==> config.mk <==
export PLATFORM = sky130hd
export DESIGN_NAME = redirect_ctrl_flat
export DESIGN_NICKNAME = d
export VERILOG_FILES = /design/src/rtl/redirect_ctrl_pkg.sv /design/src/rtl/redirect_ctrl_if.sv /design/src/rtl/redirect_ctrl_stat.sv /design/src/rtl/redirect_ctrl.sv /design/src/flat_wrapper.sv
export SDC_FILE = /design/constraint.sdc
export NUM_CORES = 1
export LEC_CHECK = 0
export ABC_CLOCK_PERIOD_IN_PS = 1800
export CAP_MARGIN = 20
export CORE_MARGIN = 3
export CORE_UTILIZATION = 34
export DETAILED_ROUTE_END_ITERATION = 10
export PLACE_DENSITY = 0.85
export SLEW_MARGIN = 0
export SYNTH_ARGS = -nofsm -noshare
export SYNTH_HDL_FRONTEND = slang
export SYNTH_SLANG_ARGS = --single-unit
export TNS_END_PERCENT = 30
==> constraint.sdc <==
create_clock -name clk -period 1.8 [get_ports clk]
set_input_delay 0.36 -clock clk [delete_from_list [all_inputs] [get_ports clk]]
set_output_delay 0.36 -clock clk [all_outputs]
set_load 0.005 [all_outputs]
==> src/rtl/redirect_ctrl_pkg.sv <==
// -----------------------------------------------------------------------------
// cpu_pkg: shared types for the frontend redirect logic.
//   - rdr_src_e   : redirect source, encoded as its age rank (WB oldest = 3)
//   - rdr_state_e : redirect_ctrl FSM state
//   - PC_W_DEFAULT: default program-counter width
//   - src_onehot  : rank -> flush pulse vector ordered {wb, priv, ex2, ex1}
// -----------------------------------------------------------------------------
package cpu_pkg;

  localparam int PC_W_DEFAULT = 32;

  // Encoding equals rank so that "older" is a plain magnitude compare.
  typedef enum logic [1:0] {
    RDR_EX1  = 2'd0,
    RDR_EX2  = 2'd1,
    RDR_PRIV = 2'd2,
    RDR_WB   = 2'd3
  } rdr_src_e;

  typedef enum logic [1:0] {
    IDLE  = 2'd0,
    DRAIN = 2'd1,
    HOLD  = 2'd2
  } rdr_state_e;

  function automatic logic [3:0] src_onehot(input rdr_src_e src);
    logic [3:0] v;
    v = 4'b0000;
    v[src] = 1'b1;
    return v;
  endfunction

endpackage

==> src/rtl/redirect_ctrl_if.sv <==
// -----------------------------------------------------------------------------
// redirect_ctrl_if: request / flush / redirect bundle around redirect_ctrl.
//   slave  modport: redirect_ctrl side (requests in, flushes + redirect out)
//   master modport: pipeline / IF0 side
//
// Handshake: redirect_valid/if0_ready is a valid/ready pair. The redirect is
// taken in a cycle where both are high. Once redirect_valid rises it stays high
// and redirect_pc stays stable until taken, except that an older source may
// replace the pending target (with its own flush pulse) before it is taken.
// The request inputs are single-cycle strobes with no ready; a request that
// loses arbitration or arrives while busy with an older one is dropped.
// -----------------------------------------------------------------------------
interface redirect_ctrl_if
  import cpu_pkg::*;
#(
  parameter int PC_W = PC_W_DEFAULT
);

  logic            wb_excp_req;
  logic [PC_W-1:0] wb_excp_pc;
  logic            ex2_br_req;
  logic [PC_W-1:0] ex2_br_pc;
  logic            ex1_br_req;
  logic [PC_W-1:0] ex1_br_pc;
  logic            priv_req;
  logic [PC_W-1:0] priv_pc;
  logic            store_empty;
  logic            if0_ready;

  logic            flush_from_wb;
  logic            flush_from_ex2;
  logic            flush_from_ex1;
  logic            flush_by_priv;
  logic            redirect_valid;
  logic [PC_W-1:0] redirect_pc;
  logic            commit_hold;

  modport slave (
    input  wb_excp_req, wb_excp_pc, ex2_br_req, ex2_br_pc, ex1_br_req, ex1_br_pc,
    input  priv_req, priv_pc, store_empty, if0_ready,
    output flush_from_wb, flush_from_ex2, flush_from_ex1, flush_by_priv,
    output redirect_valid, redirect_pc, commit_hold
  );

  modport master (
    output wb_excp_req, wb_excp_pc, ex2_br_req, ex2_br_pc, ex1_br_req, ex1_br_pc,
    output priv_req, priv_pc, store_empty, if0_ready,
    input  flush_from_wb, flush_from_ex2, flush_from_ex1, flush_by_priv,
    input  redirect_valid, redirect_pc, commit_hold
  );

endinterface

==> src/rtl/redirect_ctrl_stat.sv <==
// -----------------------------------------------------------------------------
// redirect_stat: saturating event counters for redirect_ctrl. Only
// instantiated when REDIRECT_STAT_EN is defined.
//   clk, rst     : clock, asynchronous active-high reset
//   i_flush      : flush pulses {wb, priv, ex2, ex1}
//   i_draining   : FSM is in DRAIN this cycle
//   o_cnt_*      : 32-bit saturating counts of each flush source
//   o_cnt_drain  : 32-bit saturating count of DRAIN cycles
// -----------------------------------------------------------------------------
module redirect_stat (
  input  logic        clk,
  input  logic        rst,
  input  logic [3:0]  i_flush,
  input  logic        i_draining,
  output logic [31:0] o_cnt_wb,
  output logic [31:0] o_cnt_priv,
  output logic [31:0] o_cnt_ex2,
  output logic [31:0] o_cnt_ex1,
  output logic [31:0] o_cnt_drain
);

  logic [31:0] r_cnt [4];
  logic [31:0] r_drain;

  always_ff @(posedge clk or posedge rst) begin
    if (rst) begin
      for (int i = 0; i < 4; i++) r_cnt[i] <= '0;
      r_drain <= '0;
    end else begin
      for (int i = 0; i < 4; i++) begin
        if (i_flush[i] && (r_cnt[i] != '1)) r_cnt[i] <= r_cnt[i] + 32'd1;
      end
      if (i_draining && (r_drain != '1)) r_drain <= r_drain + 32'd1;
    end
  end

  assign o_cnt_ex1   = r_cnt[0];
  assign o_cnt_ex2   = r_cnt[1];
  assign o_cnt_priv  = r_cnt[2];
  assign o_cnt_wb    = r_cnt[3];
  assign o_cnt_drain = r_drain;

endmodule

==> src/rtl/redirect_ctrl.sv <==
// -----------------------------------------------------------------------------
// redirect_ctrl: frontend-redirect initiator. Arbitrates redirect requests by
// age (WB > PRIV > EX2 > EX1), emits one-cycle flush pulses, holds the
// redirect target toward IF0 until taken, and stalls commit while a
// privileged refetch waits for the store path to drain.
//   clk, rst     : clock, asynchronous active-high reset
//   bus          : redirect_ctrl_if.slave (requests, flushes, redirect, hold)
//   o_dbg_state  : current FSM state
//   stat_*       : event counters, present only with REDIRECT_STAT_EN defined
// Build option: REDIRECT_STAT_EN adds the redirect_stat counter bank.
// -----------------------------------------------------------------------------
module redirect_ctrl
  import cpu_pkg::*;
#(
  parameter int PC_W = PC_W_DEFAULT
) (
  input  logic           clk,
  input  logic           rst,
  redirect_ctrl_if.slave bus,
  output rdr_state_e     o_dbg_state
`ifdef REDIRECT_STAT_EN
  ,
  output logic [31:0]    stat_wb_cnt,
  output logic [31:0]    stat_priv_cnt,
  output logic [31:0]    stat_ex2_cnt,
  output logic [31:0]    stat_ex1_cnt,
  output logic [31:0]    stat_drain_cnt
`endif
);

  rdr_state_e      r_state;
  rdr_src_e        r_src;
  logic [PC_W-1:0] r_pc;
  logic            r_valid;
  logic            r_hold;
  logic [3:0]      r_flush;   // {wb, priv, ex2, ex1}

  logic            w_any;
  rdr_src_e        w_win_src;
  logic [PC_W-1:0] w_win_pc;
  logic            w_overwrite;

  // Oldest requester this cycle.
  always_comb begin
    w_any     = bus.wb_excp_req | bus.priv_req | bus.ex2_br_req | bus.ex1_br_req;
    w_win_src = RDR_EX1;
    w_win_pc  = bus.ex1_br_pc;
    if (bus.wb_excp_req) begin
      w_win_src = RDR_WB;
      w_win_pc  = bus.wb_excp_pc;
    end else if (bus.priv_req) begin
      w_win_src = RDR_PRIV;
      w_win_pc  = bus.priv_pc;
    end else if (bus.ex2_br_req) begin
      w_win_src = RDR_EX2;
      w_win_pc  = bus.ex2_br_pc;
    end
  end

  // Only a strictly older source may replace a pending redirect.
  assign w_overwrite = (r_state == HOLD) && w_any && (w_win_src > r_src);

  always_ff @(posedge clk or posedge rst) begin
    if (rst) begin
      r_state <= IDLE;
      r_src   <= RDR_EX1;
      r_pc    <= '0;
      r_valid <= 1'b0;
      r_hold  <= 1'b0;
      r_flush <= 4'b0000;
    end else begin
      r_flush <= 4'b0000;
      case (r_state)
        IDLE: begin
          if (w_any) begin
            r_pc  <= w_win_pc;
            r_src <= w_win_src;
            if ((w_win_src == RDR_PRIV) && !bus.store_empty) begin
              r_state <= DRAIN;
              r_hold  <= 1'b1;
            end else begin
              r_state <= HOLD;
              r_valid <= 1'b1;
              r_flush <= src_onehot(w_win_src);
            end
          end
        end
        DRAIN: begin
          // An exception at WB kills the privileged instruction itself.
          if (bus.wb_excp_req) begin
            r_state <= HOLD;
            r_pc    <= bus.wb_excp_pc;
            r_src   <= RDR_WB;
            r_valid <= 1'b1;
            r_hold  <= 1'b0;
            r_flush <= src_onehot(RDR_WB);
          end else if (bus.store_empty) begin
            // commit_hold stays up through the flush_by_priv cycle.
            r_state <= HOLD;
            r_valid <= 1'b1;
            r_flush <= src_onehot(RDR_PRIV);
          end
        end
        HOLD: begin
          r_hold <= 1'b0;
          if (w_overwrite) begin
            r_pc    <= w_win_pc;
            r_src   <= w_win_src;
            r_flush <= src_onehot(w_win_src);
          end else if (bus.if0_ready) begin
            r_state <= IDLE;
            r_valid <= 1'b0;
          end
        end
        default: begin
          r_state <= IDLE;
          r_valid <= 1'b0;
          r_hold  <= 1'b0;
        end
      endcase
    end
  end

  assign bus.flush_from_wb  = r_flush[3];
  assign bus.flush_by_priv  = r_flush[2];
  assign bus.flush_from_ex2 = r_flush[1];
  assign bus.flush_from_ex1 = r_flush[0];
  assign bus.redirect_valid = r_valid;
  assign bus.redirect_pc    = r_pc;
  assign bus.commit_hold    = r_hold;
  assign o_dbg_state        = r_state;

`ifdef REDIRECT_STAT_EN
  redirect_stat u_stat (
    .clk         (clk),
    .rst         (rst),
    .i_flush     (r_flush),
    .i_draining  (r_state == DRAIN),
    .o_cnt_wb    (stat_wb_cnt),
    .o_cnt_priv  (stat_priv_cnt),
    .o_cnt_ex2   (stat_ex2_cnt),
    .o_cnt_ex1   (stat_ex1_cnt),
    .o_cnt_drain (stat_drain_cnt)
  );
`endif

endmodule

==> src/flat_wrapper.sv <==
// flat-port wrapper written by rule: the top's interface ports become plain ports
module redirect_ctrl_flat import cpu_pkg::*;
#(
  parameter int PC_W = PC_W_DEFAULT
)
  (clk, rst, o_dbg_state, bus_wb_excp_req, bus_wb_excp_pc, bus_ex2_br_req, bus_ex2_br_pc, bus_ex1_br_req, bus_ex1_br_pc, bus_priv_req, bus_priv_pc, bus_store_empty, bus_if0_ready, bus_flush_from_wb, bus_flush_from_ex2, bus_flush_from_ex1, bus_flush_by_priv, bus_redirect_valid, bus_redirect_pc, bus_commit_hold);
  redirect_ctrl_if #(.PC_W(PC_W)) bus_i ();
  input  logic clk;
  input  logic rst;
  output rdr_state_e o_dbg_state;
  input wire logic [$bits(bus_i.wb_excp_req)-1:0] bus_wb_excp_req;
  input wire logic [$bits(bus_i.wb_excp_pc)-1:0] bus_wb_excp_pc;
  input wire logic [$bits(bus_i.ex2_br_req)-1:0] bus_ex2_br_req;
  input wire logic [$bits(bus_i.ex2_br_pc)-1:0] bus_ex2_br_pc;
  input wire logic [$bits(bus_i.ex1_br_req)-1:0] bus_ex1_br_req;
  input wire logic [$bits(bus_i.ex1_br_pc)-1:0] bus_ex1_br_pc;
  input wire logic [$bits(bus_i.priv_req)-1:0] bus_priv_req;
  input wire logic [$bits(bus_i.priv_pc)-1:0] bus_priv_pc;
  input wire logic [$bits(bus_i.store_empty)-1:0] bus_store_empty;
  input wire logic [$bits(bus_i.if0_ready)-1:0] bus_if0_ready;
  output wire logic [$bits(bus_i.flush_from_wb)-1:0] bus_flush_from_wb;
  output wire logic [$bits(bus_i.flush_from_ex2)-1:0] bus_flush_from_ex2;
  output wire logic [$bits(bus_i.flush_from_ex1)-1:0] bus_flush_from_ex1;
  output wire logic [$bits(bus_i.flush_by_priv)-1:0] bus_flush_by_priv;
  output wire logic [$bits(bus_i.redirect_valid)-1:0] bus_redirect_valid;
  output wire logic [$bits(bus_i.redirect_pc)-1:0] bus_redirect_pc;
  output wire logic [$bits(bus_i.commit_hold)-1:0] bus_commit_hold;
  assign bus_i.wb_excp_req = bus_wb_excp_req;
  assign bus_i.wb_excp_pc = bus_wb_excp_pc;
  assign bus_i.ex2_br_req = bus_ex2_br_req;
  assign bus_i.ex2_br_pc = bus_ex2_br_pc;
  assign bus_i.ex1_br_req = bus_ex1_br_req;
  assign bus_i.ex1_br_pc = bus_ex1_br_pc;
  assign bus_i.priv_req = bus_priv_req;
  assign bus_i.priv_pc = bus_priv_pc;
  assign bus_i.store_empty = bus_store_empty;
  assign bus_i.if0_ready = bus_if0_ready;
  assign bus_flush_from_wb = bus_i.flush_from_wb;
  assign bus_flush_from_ex2 = bus_i.flush_from_ex2;
  assign bus_flush_from_ex1 = bus_i.flush_from_ex1;
  assign bus_flush_by_priv = bus_i.flush_by_priv;
  assign bus_redirect_valid = bus_i.redirect_valid;
  assign bus_redirect_pc = bus_i.redirect_pc;
  assign bus_commit_hold = bus_i.commit_hold;
  redirect_ctrl #(.PC_W(PC_W)) u_core (.clk(clk), .rst(rst), .bus(bus_i), .o_dbg_state(o_dbg_state));
endmodule
==> summary.md, run 1 <==
| Metric | Value |
|---|---|
| Status | complete, but fails checks |
| Failing checks | negative setup slack |
| TNS Setup | -1760 ps |
| Placed wire-length estimate | 7270 um |
| Final setup margin | -70.4 ps |
| Initial antenna violation count | 0 |
| CTS Sinks | 42 |
| Final setup violation count | 33 |
| Worst hold path class | in2async |
| Initial Util | a little over a third |
| Num CTS Buffers | 5 |
| Critical path class | in2reg |
| Post-DP Area | 0.00492 mm^2 |
| FF+latch count, synth | 42 |
| MaxCap Viol Count | 0 |
| Setup crit end kind | flip-flop |
| Layout cells sized above 1 | about a quarter |
| Final worst path period need | ~1900 ps |
| Final period util | 104% |
| Leading cell type in the layout, fill and taps excluded | clkdlybuf4s50_1 |
| Fin area | between 0.005 and 0.006 mm^2 |
| Sequential cell area fraction in the yosys report | roughly 36% |
| CORE AREA | about 0.0083 mm^2 |
| Post-Syn Area per Cell | around 11 um^2 |
| DR iter-0 viols | 57 |
| DR WL/cell | roughly 17 um |
| CP arrival | a little over 2000 ps |
| Cell area after synthesis | around 0.0029 mm^2 |
| Most frequent cells in the layout | clkdlybuf4s50_1, dfrtp_1, nand2_1 |
| Yosys cell types | 27 |
| Worst Clk Skew | 6.06 ps |
| Syn Nets | between 400 and 500 |
| Initial DRT Pass Iterations | 4 |
| Total grt overflow | 0 |
| Setup crit start kind | input port |
| Vias in the first global route | about 3k |
| DRC errors left | 0 |
| WL final | between 9000 and 10,000 um |
| CTS tree | done |
| ANT nets after route | 0 |
| Fillers | about 670 |
| Peak supply drop | between 0.6 and 0.7 mV |
| Clock Tree Buf Depth | 2 |
| Post-Synthesis Cells | between 200 and 300 |
| DIE WIDTH | 98.5 um |
| Worst-path clk slew | roughly 80 ps |
| Worst-Margin Slew | between 500 and 600 ps |
| Critical-path maximum fanout | 8 |
| Reg2Reg Depth | 8 |
| Syn. warnings | 0 |
| Leak pwr | ~0.0023 uW |
| Worst EP required | 1970 ps |
| FP Rows | 33 |
| Reg2reg end | u_core.bus.redirect_pc[0]$_DFFE_PP0P_ |
| Layout Nets | slightly below 600 |
| Die Y | approximately 98 um |
| Worst-Skew Late Latency | around 290 ps |
| R2R setup slack | -50 ps |
| Vias per inst | about 5 |
| H-tree depth | 2 |
| Hold Fails Final Rpt | 0 |
| R2r startpoint | u_core.r_src[1]$_DFFE_PP0P_ |
| Area Growth Syn to Fin | 78.4% |
| DP Cell Count | between 500 and 600 |
| Finished Layout Cells | 564 |
| Slew Limit Fails | 0 |
| Slew Limit Headroom | between 60 and 70% |
| Largest net degree at the start of global routing | 65 |
| Via count | approximately 2.8k |
| P per Cell Area | ~1200 mW/mm^2 |
| I/O Pins | roughly 180 |
| Total global routing track utilization | 18.9% |
| RePlAce Congestion | between 0.8 and 0.9 |
| RSZ-0062 raised after global routing | yes |
| Root Buffer | clkbuf_8 |
| Die area | 0.00969 mm^2 |
| First-pass GRT wire length | approximately 15,000 um |
| IO buf count | between 150 and 200 |
| Antenna diode count | 0 |
| Peak Freq | around 530 MHz |
## worst max path at each step
stage	from	to	slack (ps)	cells past startpoint
2_1_floorplan	bus_priv_req	u_core.bus.redirect_pc[0]$_DFFE_PP0P_	-490	11
4_1_cts	bus_priv_req	u_core.bus.redirect_pc[12]$_DFFE_PP0P_	-60	11
3_3_place_gp	bus_wb_excp_req	u_core.bus.redirect_pc[7]$_DFFE_PP0P_	-720	9
3_5_place_dp	bus_wb_excp_req	u_core.bus.redirect_pc[7]$_DFFE_PP0P_	-780	9
5_1_grt	u_core.r_src[1]$_DFFE_PP0P_	u_core.bus.redirect_pc[17]$_DFFE_PP0P_	-130	8
6_report	bus_priv_req	u_core.bus.redirect_pc[10]$_DFFE_PP0P_	-70	11
## routing by layer
metal,vias to the layer above,wire [um],track usage [%]
li1,1336,-,-
met1,1301,4010,24.0
met2,124,4610,33.4
met3,4,716,4.74
met4,0,44,2.84
met5,-,0,0
## registers in the layout, indices dropped and copies added, names as in the netlist
| signal | count |
|---|---|
| u_core.bus.commit_hold | 1 |
| u_core.bus.redirect_pc | 32 |
| u_core.bus.redirect_valid | 1 |
| u_core.o_dbg_state | 2 |
| u_core.r_flush | 4 |
| u_core.r_src | 2 |
## worst max-delay path: stages
cell and delay (ps):
buf_8 110, buf_6 110, nor2_4 120, inv_2 50, ha_4 260, nor2b_4 160, o2111ai_4 130, o211ai_4 140
buf_4 180, buf_16 130, mux2_4 290
## through the flow
stage               setup slack (ps)  utilization [%]  hold WS [ps]  power, uW
finish                         -70.4             62.8           431       6150
global route                    -128             62.8           441       6520
CTS                            -61.7             62.4           432       6140
detailed placement              -779             59.5           480       4980
global placement                -717             59.5           476       4880
floorplan                       -493                -           431       3400
## cell families (layout without fill, tap and decap cells)
| group | count (synthesis) | in the layout | share of synthesized area, % |
|---|---|---|---|
| AO/OA/AOI/OAI | 45 | 45 | 9.69 |
| adder cells (fa/ha/maj) | 2 | 2 | 0.861 |
| buffers and inverters | 27 | 217 | 4.82 |
| AND/OR/NAND/NOR | 55 | 55 | 8.14 |
| multiplexers | 98 | 98 | 40.3 |
| flip-flops | 42 | 42 | 36.2 |
## cell usage after synthesis (all sizes together)
cell type  instances  area (um^2)
mux2              66          852
dfrtp             42         1050
nand2             35          131
mux2i             32          320
o21ai             32          160
buf               11         80.1
nor2              11         41.3
clkbuf            10         37.5
inv                6         22.5
nor2b              3         18.8
a21oi              2         10.0
a22oi              2         15.0
ha                 2         25.0
nor4               2         12.5
o211a              2         20.0
o211ai             2         28.8
o21a               2         15.0
a221oi             1         8.76
and3b              1         8.76
nand2b             1         6.26
o2111ai            1         15.0
o311ai             1         8.76
or2                1         6.26
or4                1         11.3
## cell type report
type	instances	area [um^2]	share of cell area [%]
clock buffers	5	68.8	1.33
multi-input cells	200	1780	34.3
well taps	105	131	2.53
flip-flops and latches	42	1050	20.3
repair buffers	204	2120	41.0
clock inverters	2	10.0	0.193
inverters	6	22.5	0.434
## repair_timing
action / CTS / global route
cloned: 3 / 1
hold buffers: 0 / 0
buffers inserted: 3 / 0
pin swaps: 5 / 0
resized for setup: 22 / 1
endpoints found under the setup margin: 39 / 35
## power by group
group | total [uW] | internal, uW | switching (uW)
registers | 1660 | 1390 | 270
clock network | 570 | 261 | 310
logic | 3920 | 2670 | 1250
Note: power is estimated with default switching activity, not from simulation.
==> run 2, diff against run 1 <==
--- a/config.mk
+++ b/config.mk
@@ -8,9 +8,12 @@
 export ABC_CLOCK_PERIOD_IN_PS = 1800
 export CAP_MARGIN = 20
 export CORE_MARGIN = 3
-export CORE_UTILIZATION = 34
+export CORE_UTILIZATION = 35
+export CTS_BUF_LIST = sky130_fd_sc_hd__clkbuf_8
 export DETAILED_ROUTE_END_ITERATION = 10
-export PLACE_DENSITY = 0.85
+export GPL_TIMING_DRIVEN = 1
+export PLACE_DENSITY = 0.87
+export SKIP_LAST_GASP = 1
 export SLEW_MARGIN = 0
 export SYNTH_ARGS = -nofsm -noshare
 export SYNTH_HDL_FRONTEND = slang
==> run 2 against run 1 <==
Effect of this change:
- the run still ends with negative setup slack left
- hold slack got worse by 5.8 ps
- first-iteration DRC count increased by 37%
- maximum frequency fell by 0.20%
- register-to-register slack got worse by 20 ps
- via count grew 0.33%
- largest power group unchanged
==> summary.md, run 2 (same netlist as run 1, synthesis figures left out) <==
| Metric | Value |
|---|---|
| FP Rows | 32 (-3.0%) |
| Peak Freq | 534 MHz (-0.20%) |
| Area taken by multi-input logic gates | 0.00178 mm^2 (about the same) |
| I/O Pins | 176 (unchanged) |
| Hold Fails Final Rpt | 0 (unchanged) |
| Initial DRT Pass Iterations | 4 (unchanged) |
| Power Total | 6230 uW (+1.4%) |
| Failing checks | negative setup slack |
| Worst-path clk slew | 80 ps (about the same) |
| First-pass GRT wire length | 15,900 um (+6.8%) |
| Worst-Skew Late Latency | 290 ps (about the same) |
| P per Cell Area | 1200 mW/mm^2 (+0.88%) |
| RSZ-0062 raised after global routing | yes |
| Reg2reg end | u_core.bus.redirect_pc[31]$_DFFE_PP0P_ |
| Most frequent cells in the layout | clkdlybuf4s50_1, dfrtp_1, nand2_1 |
| Clock Tree Buf Depth | 2 (unchanged) |
| FF+latch area | 0.00105 mm^2 (unchanged) |
| Fillers | 616 (-7.9%) |
| MaxCap Viol Count | 0 (unchanged) |
| CP arrival | 2050 ps (about the same) |
| Final setup margin | -74.3 ps (-3.81 ps) |
| Total grt overflow | 0 (unchanged) |
| Peak supply drop | 0.561 mV (-13%) |
| Layout Nets | 601 (+0.67%) |
| Initial antenna violation count | 0 (unchanged) |
| RePlAce Congestion | 0.867 (+5.5%) |
| Worst Clk Skew | 6.41 ps (+0.355 ps) |
| Finished Core Util | 66.1% (+3.3 points) |
| DIE WIDTH | 97.1 um (-1.4%) |
| TNS Setup | -1800 ps (-34.9 ps) |
| Status | complete, but fails checks |
| DP Cell Count | 550 (unchanged) |
| Total global routing track utilization | 20.6% (+1.6 points) |
| Largest net degree at the start of global routing | 43 (-34%) |
| Slew Limit Headroom | 75.7% (+13 points) |
| Die area | 0.00943 mm^2 (-2.7%) |
| Setup crit start kind | flip-flop |
| CTS tree | done |
| Antenna diode count | 0 (unchanged) |
| Placed wire-length estimate | 7770 um (+6.9%) |
| Placement Setup Slack | -784 ps (-5.83 ps) |
| Num CTS Buffers | 5 (unchanged) |
| Area Growth Syn to Fin | 79.3% |
| Critical-path maximum fanout | 9 (+1) |
| Worst hold path class | in2async |
| DR WL/cell | 17.4 um (+4.4%) |
| Critical path class | reg2reg |
| DRC errors left | 0 (unchanged) |
| CTS Sinks | 42 (unchanged) |
| Finished Layout Cells | 566 (+0.35%) |
| Final setup violation count | 33 (unchanged) |
| R2R setup slack | -70 ps (-20 ps) |
| Worst-Margin Slew | 359 ps (-198 ps) |
| Leak pwr | 0.00232 uW (+0.76%) |
| Leading cell type in the layout, fill and taps excluded | clkdlybuf4s50_1 |
| Initial Util | 36.8% (+1.7 points) |
| Setup crit end kind | flip-flop |
| Vias in the first global route | 3,058 (+2.4%) |
| Slew Limit Fails | 0 (unchanged) |
| CORE AREA | 0.00789 mm^2 (-4.5%) |
| Largest register FFs | 32 (unchanged) |
| Die Y | 97.1 um (-1.4%) |
| Reg2Reg Depth | 8 (unchanged) |
| Via count | 2,774 (+0.33%) |
| WL final | 9820 um (+4.7%) |
| H-tree depth | 2 (unchanged) |
| R2r startpoint | u_core.r_src[1]$_DFFE_PP0P_ |
| DR iter-0 viols | 78 (+37%) |
| Worst EP required | 1980 ps (about the same) |
| Final worst path period need | 1870 ps (+3.81 ps) |
| Hold buffers post-CTS | 0 (unchanged) |
| Final period util | 104% (+0.21 points) |
| Vias per inst | 4.90 (about the same) |
| ANT nets after route | 0 (unchanged) |
| Root Buffer | clkbuf_8 |
| Layout cells sized above 1 | 25.9% (+0.59 points) |
| IO buf count | 175 (unchanged) |
run 2: worst max path at each step:
stage	from	end	slack, ps	depth (start not counted)
3_3_place_gp	bus_wb_excp_req	u_core.bus.redirect_pc[7]$_DFFE_PP0P_	-710	9
5_1_grt	u_core.r_src[1]$_DFFE_PP0P_	u_core.bus.redirect_pc[0]$_DFFE_PP0P_	-150	8
6_report	u_core.r_src[1]$_DFFE_PP0P_	u_core.bus.redirect_pc[31]$_DFFE_PP0P_	-70	8
4_1_cts	u_core.r_src[1]$_DFFE_PP0P_	u_core.bus.redirect_pc[8]$_DFFE_PP0P_	-80	8
3_5_place_dp	bus_wb_excp_req	u_core.bus.redirect_pc[8]$_DFFE_PP0P_	-780	9
2_1_floorplan	bus_priv_req	u_core.bus.redirect_pc[0]$_DFFE_PP0P_	-490	11
run 2: critical path, cell delays in order, from the launching register on:
cell and delay, ps:
dfrtp_1 370, inv_2 50, ha_4 270, nor2b_4 170
o2111ai_4 140, o211ai_4 150, buf_12 180, buf_16 140
mux2_4 300
run 2: repair_timing:
action / CTS / global route
setup endpoints to repair: 39 / 34
gates resized for setup: 21 / 2
cloned: 3 / 0
endpoints found under the hold margin: 0 / 0
setup buffers: 3 / 2
pin swaps: 4 / 2
run 2: power by group:
part           total (uW)  switching, uW  internal, uW  leakage, uW
combinational        3950           1270          2680      0.00177
sequential           1670            277          1390     0.000503
clock                 615            311           304    0.0000524
total                6230           1860          4370      0.00232
run 2: per-stage QoR:
stage / hold slack, ps / area [um^2]
floorplan: 431 / 2960
global placement: 477 / 4930
detailed placement: 497 / 4930
CTS: 430 / 5190
global route: 439 / 5210
finish: 425 / 5210
run 2: cell type report:
class	instances	area share, %
clock buffer	6	1.59
timing repair buffer	208	41.1
multi-input combinational	200	34.1
clock inverter	2	0.168
sequential	42	20.2
tap	102	2.45
inverter	6	0.432
run 2: per-layer routing:
metal	wire, um	track usage (%)	share of wire (%)	up-vias
li1	-	-	-	1345
met1	4060	25.4	41	1282
met2	4910	35.6	50	137
met3	737	6.10	7.5	10
met4	115	4.43	1.2	0
met5	0	0	0	-
==> run 3, diff against run 2 <==
--- a/config.mk
+++ b/config.mk
@@ -7,9 +7,9 @@
 export LEC_CHECK = 0
 export ABC_CLOCK_PERIOD_IN_PS = 1800
 export CAP_MARGIN = 20
-export CORE_MARGIN = 3
 export CORE_UTILIZATION = 35
 export CTS_BUF_LIST = sky130_fd_sc_hd__clkbuf_8
+export CTS_CLUSTER_SIZE = 40
 export DETAILED_ROUTE_END_ITERATION = 10
 export GPL_TIMING_DRIVEN = 1
 export PLACE_DENSITY = 0.87
==> run 3 against run 2 <==
Effect of this change:
- wire length shrank 9.7%
- cell count is 0.18% higher
- largest power group unchanged
- hold slack worse by 25 ps
- highest routed layer unchanged
- first-iteration DRC count down 22%
- clock skew rose by 2.6 ps
- total power is 6.4% lower
- the flow still finishes with violations (negative setup slack)
- global-route usage fell by 0.12 points
- maximum frequency up 2.3%
- clock power grew 0.7%
- cell area decreased by 1.3%
- via count decreased by 1.2%
==> summary.md, run 3 (same netlist as run 1, synthesis figures left out) <==
| Metric | Value |
|---|---|
| Reg2Reg Depth | 7 (-1) |
| Reg2reg end | u_core.bus.redirect_pc[21]$_DFFE_PP0P_ |
| Worst-Margin Slew | 547 ps (+187 ps) |
| Critical path class | reg2reg |
| Comb pwr share | 60.8% (-2.6 points) |
| I/O Pins | 176 (unchanged) |
| Largest register FFs | 32 (unchanged) |
| Switching Power | 1760 uW (-5.3%) |
| CORE AREA | 0.00789 mm^2 (unchanged) |
| DIE WIDTH | 93.1 um (-4.1%) |
| Internal power | 4070 uW (-6.9%) |
| Initial Util | 36.8% (unchanged) |
| Clock Tree Buf Depth | 2 (unchanged) |
| Critical-path maximum fanout | 7 (-2) |
| Status | complete, but fails checks |
| Root Buffer | clkbuf_8 |
| P per Cell Area | 1130 mW/mm^2 (-5.2%) |
| Vias per inst | 4.84 (-1.3%) |
| Seq pwr share | 28.5% (+1.7 points) |
| First-pass GRT wire length | 14,000 um (-12%) |
| DR iter-0 viols | 61 (-22%) |
| RSZ-0062 raised after global routing | yes |
| IO buf count | 175 (unchanged) |
| Antenna diode count | 0 (unchanged) |
| H-tree depth | 2 (unchanged) |
| Met3 usage | 5.28% (-0.82 points) |
| CTS tree | done |
| Peak supply drop | 0.533 mV (-4.9%) |
| R2R setup slack | -30 ps (+40 ps) |
| Final setup margin | -32.9 ps (+41.3 ps) |
| Post-DP Area | 0.00496 mm^2 (+0.61%) |
| Worst hold path class | in2async |
| Met2 Track Usage GR | 36.7% (+1.1 points) |
| Final worst path period need | 1830 ps (-41.3 ps) |
| Total global routing track utilization | 20.5% (-0.12 points) |
| RePlAce Congestion | 0.826 (-4.7%) |
| Most frequent cells in the layout | clkdlybuf4s50_1, dfrtp_1, nand2_1 |
| Num CTS Buffers | 5 (unchanged) |
| MaxCap Viol Count | 0 (unchanged) |
| Placement Setup Slack | -801 ps (-16.2 ps) |
| Peak Freq | 546 MHz (+2.3%) |
| Sw frac | 30.2% (+0.37 points) |
| WL final | 8870 um (-9.7%) |
| Area Growth Syn to Fin | 76.9% |
| Largest net degree at the start of global routing | 65 (+51%) |
| Worst-path clk slew | 80 ps (about the same) |
| Power Total | 5830 uW (-6.4%) |
| Layout Nets | 602 (+0.17%) |
| Die Y | 93.1 um (-4.1%) |
| Total grt overflow | 0 (unchanged) |
| Failing checks | negative setup slack |
| Slew Limit Headroom | 63.6% (-12 points) |
| Fillers | 612 (-0.65%) |
| Setup crit start kind | flip-flop |
| Die area | 0.00867 mm^2 (-8.1%) |
| CP arrival | 2010 ps (-40 ps) |
| Vias in the first global route | 2,922 (-4.4%) |
| Worst EP required | 1970 ps (about the same) |
| Initial DRT Pass Iterations | 4 (unchanged) |
| Finished Core Util | 65.2% (-0.87 points) |
| Setup crit start | u_core.r_src[1]$_DFFE_PP0P_ |
| Via count | 2,742 (-1.2%) |
| FP Rows | 32 (unchanged) |
| Layout cells sized above 1 | 26.2% (+0.37 points) |
| Fin area | 0.00514 mm^2 (-1.3%) |
| CTS Sinks | 42 (unchanged) |
| Worst Clk Skew | 9.01 ps (+2.60 ps) |
| DRC errors left | 0 (unchanged) |
| Final period util | 102% (-2.3 points) |
| Clock network power share | 10.6% (+0.7 points) |
| GRT Max-Usage Layer | met2 |
| R2r startpoint | u_core.r_src[1]$_DFFE_PP0P_ |
| Leak pwr | 0.00229 uW (-1.3%) |
| Hold WS | 400 ps (-25.2 ps) |
| DR WL/cell | 15.6 um (-9.9%) |
| Placed wire-length estimate | 6940 um (-11%) |
| Slew Limit Fails | 0 (unchanged) |
| Final setup violation count | 22 (-33%) |
| Leading cell type in the layout, fill and taps excluded | clkdlybuf4s50_1 |
| Worst-Skew Late Latency | 290 ps (about the same) |
| Setup crit end kind | flip-flop |
| Initial antenna violation count | 0 (unchanged) |
| Crit path to | u_core.bus.redirect_pc[21]$_DFFE_PP0P_ |
| Grt met1 use | 25.1% (-0.30 points) |
| ANT nets after route | 0 (unchanged) |
| Hold Fails Final Rpt | 0 (unchanged) |
==> run 3: final cells by class <==
cell class              count  area (um^2)  area share (%)
well taps                 102          128            2.48
flip-flops and latches     42         1050            20.4
clock inverters             2         12.5           0.243
clock buffers               6         82.6            1.61
multi-input cells         200         1780            34.6
inverters                   6         22.5           0.438
repair buffers            209         2060            40.2
==> run 3: power by group through the flow <==
| stage | clock, uW | combinational (uW) | sequential (uW) |
|---|---|---|---|
| 2_1_floorplan | 0 | 1720 | 1670 |
| 3_3_place_gp | 0 | 3240 | 1660 |
| 3_5_place_dp | 0 | 3340 | 1660 |
| 4_1_cts | 643 | 3840 | 1670 |
| 5_1_grt | 685 | 3800 | 1720 |
| 6_report | 619 | 3550 | 1660 |
==> run 3: critical path, stage by stage (launching register included) <==
cell and delay (ps):
dfrtp_1 370, inv_2 50, ha_4 260, nor2b_4 160, o2111ai_4 160, o211ai_4 200
buf_6 220, mux2_4 300
==> run 3: worst min path at each step <==
stage,start,endpoint,slack (ps)
after floorplan,bus_store_empty,u_core.o_dbg_state[0]$_DFFE_PP0P_,430
after global placement,u_core.r_src[1]$_DFFE_PP0P_,u_core.r_src[1]$_DFFE_PP0P_,480
after detailed placement,u_core.bus.redirect_pc[10]$_DFFE_PP0P_,u_core.bus.redirect_pc[10]$_DFFE_PP0P_,490
after CTS,rst,u_core.bus.redirect_pc[15]$_DFFE_PP0P_,410
after global routing,rst,u_core.bus.redirect_pc[15]$_DFFE_PP0P_,410
final,rst,u_core.bus.redirect_pc[15]$_DFFE_PP0P_,400
==> run 3: timing repair <==
item / in CTS / in global routing
pin swaps: 5 / 4
cloned: 2 / 0
setup endpoints to repair: 39 / 35
gates resized for setup: 18 / 6
hold buffers: 0 / 0
setup buffers: 6 / 1
hold endpoints to repair: 0 / 0
==> run 3: stage by stage <==
step / instances / TNS, ps
2_1_floorplan: 269 / -16980
3_3_place_gp: 554 / -26000
3_5_place_dp: 554 / -28590
4_1_cts: 570 / -1650
5_1_grt: 567 / -2580
6_report: 567 / -391
==> run 3: routing by layer <==
metal	share of wire, %	vias up
li1	-	1344
met1	42	1268
met2	48	122
met3	8.9	8
met4	0.85	0
met5	0	-
==> RTL change, RTL diff (config.mk and constraints of run 2) <==
Reset style: synchronous (`rst`), changed in one clocked block. Comments in the files are not updated.
--- a/src/rtl/redirect_ctrl.sv
+++ b/src/rtl/redirect_ctrl.sv
@@ -61,5 +61,5 @@
   assign w_overwrite = (r_state == HOLD) && w_any && (w_win_src > r_src);
 
-  always_ff @(posedge clk or posedge rst) begin
+  always_ff @(posedge clk) begin
     if (rst) begin
       r_state <= IDLE;
Formal check against the unedited RTL: differs if rst is asserted again (counterexample within 4 cycles, from zero or initial values and one cycle with rst high); with rst held inactive, the same outputs for 10 cycles.
==> RTL change against run 2 <==
The run still ends with negative setup slack left; critical path type is now in2reg; via count rose by 40%; sequential cell count unchanged; worst setup slack improved by 71 ps; area after synthesis rose by 17%; cell area up 15%; routed wire length grew 34%; sequential share of layout area is 6.2 points lower; maximum frequency increased by 4.0%; critical path depth up 3; final cell count is 20% higher.
Power is not compared: it rests on default switching activity, and its combinational part moved more than twofold at a synthesized area within 25%.
==> RTL change: results (changes against run 2) <==
setup slack after layout=-2.93 ps (+71.3 ps); Detail Placement HPWL=9900 µm (+27%); Placer Congestion=0.818 (-5.7%); top cell types by occurrence after synthesis=52 x sky130_fd_sc_hd__a2111oi_2, 42 x sky130_fd_sc_hd__dfxtp_1, 37 x sky130_fd_sc_hd__a21oi_1; Post-Syn Nets=497 (+22%); sequential cell area fraction in the yosys report=0.247 (-0.114); Post-Layout Cell Count=681 (+20%); fraction of layout instances using a drive strength above 1=0.293 (+0.0349); overall global routing resource usage=0.233 (+0.0270); post-synthesis cell count=359 (+33%); violation count after the first detailed-route iteration=128 (+64%); Worst Skew=3.88 ps (-2.52 ps); wire length of the first global-routing pass=21100 µm (+32%); Worst EP arrival=1970 ps (-80 ps); top cells by area in the synthesized netlist=sky130_fd_sc_hd__dfxtp_1 25%, sky130_fd_sc_hd__a2111oi_2 23%, sky130_fd_sc_hd__mux2i_1 10%, sky130_fd_sc_hd__nor3b_1 7.1%, sky130_fd_sc_hd__nor2b_1 6.4%; status=complete, but fails checks; peak per-stage delay on the critical path=270 ps (-100 ps); length of routed met2 wiring=6680 µm (+36%); setup slack at placement=-696 ps (+88.5 ps); largest net degree at the start of global routing=26 (-40%); cell with the largest stage delay on the worst path=sky130_fd_sc_hd__ha_1; routed via count divided by cell count=5.71 (+16%); highest fanout seen on the critical path=5 (-4); failing checks=negative setup slack; top cell family by delay on the critical path=compound AO/OA/AOI/OAI gates; Placed Instance Area=5680 µm² (+15%); routed length on met3=863 µm (+17%); Cell variety after synth=37 (+37%); setup TNS=-2.93 ps (+1800 ps); headroom to the max-slew limit=0.688 (-0.0691); Setup Viol. Count Final=1 (-97%); NumNets Final=690 (+15%)
[RTL change: cell families after synthesis]
family / after synthesis / share of synthesized area
DFF: 42 / 0.247
muxes: 34 / 0.100
buffers and inverters: 48 / 0.0784
AOI/OAI and AO/OA: 113 / 0.347
adders and majority gates: 2 / 0.00736
and+or+nand+nor: 120 / 0.220
[RTL change: routing by layer]
layer,global-route usage,up-vias
li1,-,1808
met2,0.413,167
met3,0.0531,23
met5,0,-
met4,0.0647,0
met1,0.281,1889
[RTL change: final cells by class]
type | instances | area, µm²
clock buffers | 5 | 68.8
clock inverters | 2 | 10.0
fillers | 742 | 3320
inverters | 2 | 7.51
multi-input cells | 269 | 2620
flip-flops and latches | 42 | 842
well taps | 129 | 161
repair buffers | 232 | 2300
[RTL change: power groups by stage]
| stage | registers (mW) | logic, mW | clock network [mW] |
|---|---|---|---|
| after detailed placement | 1.18 | 1.63 | 0 |
| final | 1.16 | 1.81 | 0.596 |
| after CTS | 1.16 | 1.72 | 0.607 |
| after global placement | 1.18 | 1.58 | 0 |
| after global routing | 1.18 | 1.92 | 0.644 |
| after floorplan | 1.17 | 0.895 | 0 |
[RTL change: final timing paths]
kind | startpoint | to | slack, ps
min | rst | u_core.bus.commit_hold | 320
max reg2reg | u_core.r_src[1] | u_core.bus.redirect_pc[11] | 60
min reg2reg | u_core.r_src[0] | u_core.r_src[0] | 510
max | bus_wb_excp_req | u_core.r_src[1] | -3
[RTL change: what timing repair did]
action,4_1_cts,5_1_grt
hold buffers,0,0
cloned,1,1
buffers inserted,3,1
gates resized for setup,9,16
setup endpoints to repair,40,34
endpoints found under the hold margin,0,0
pin swaps,3,6
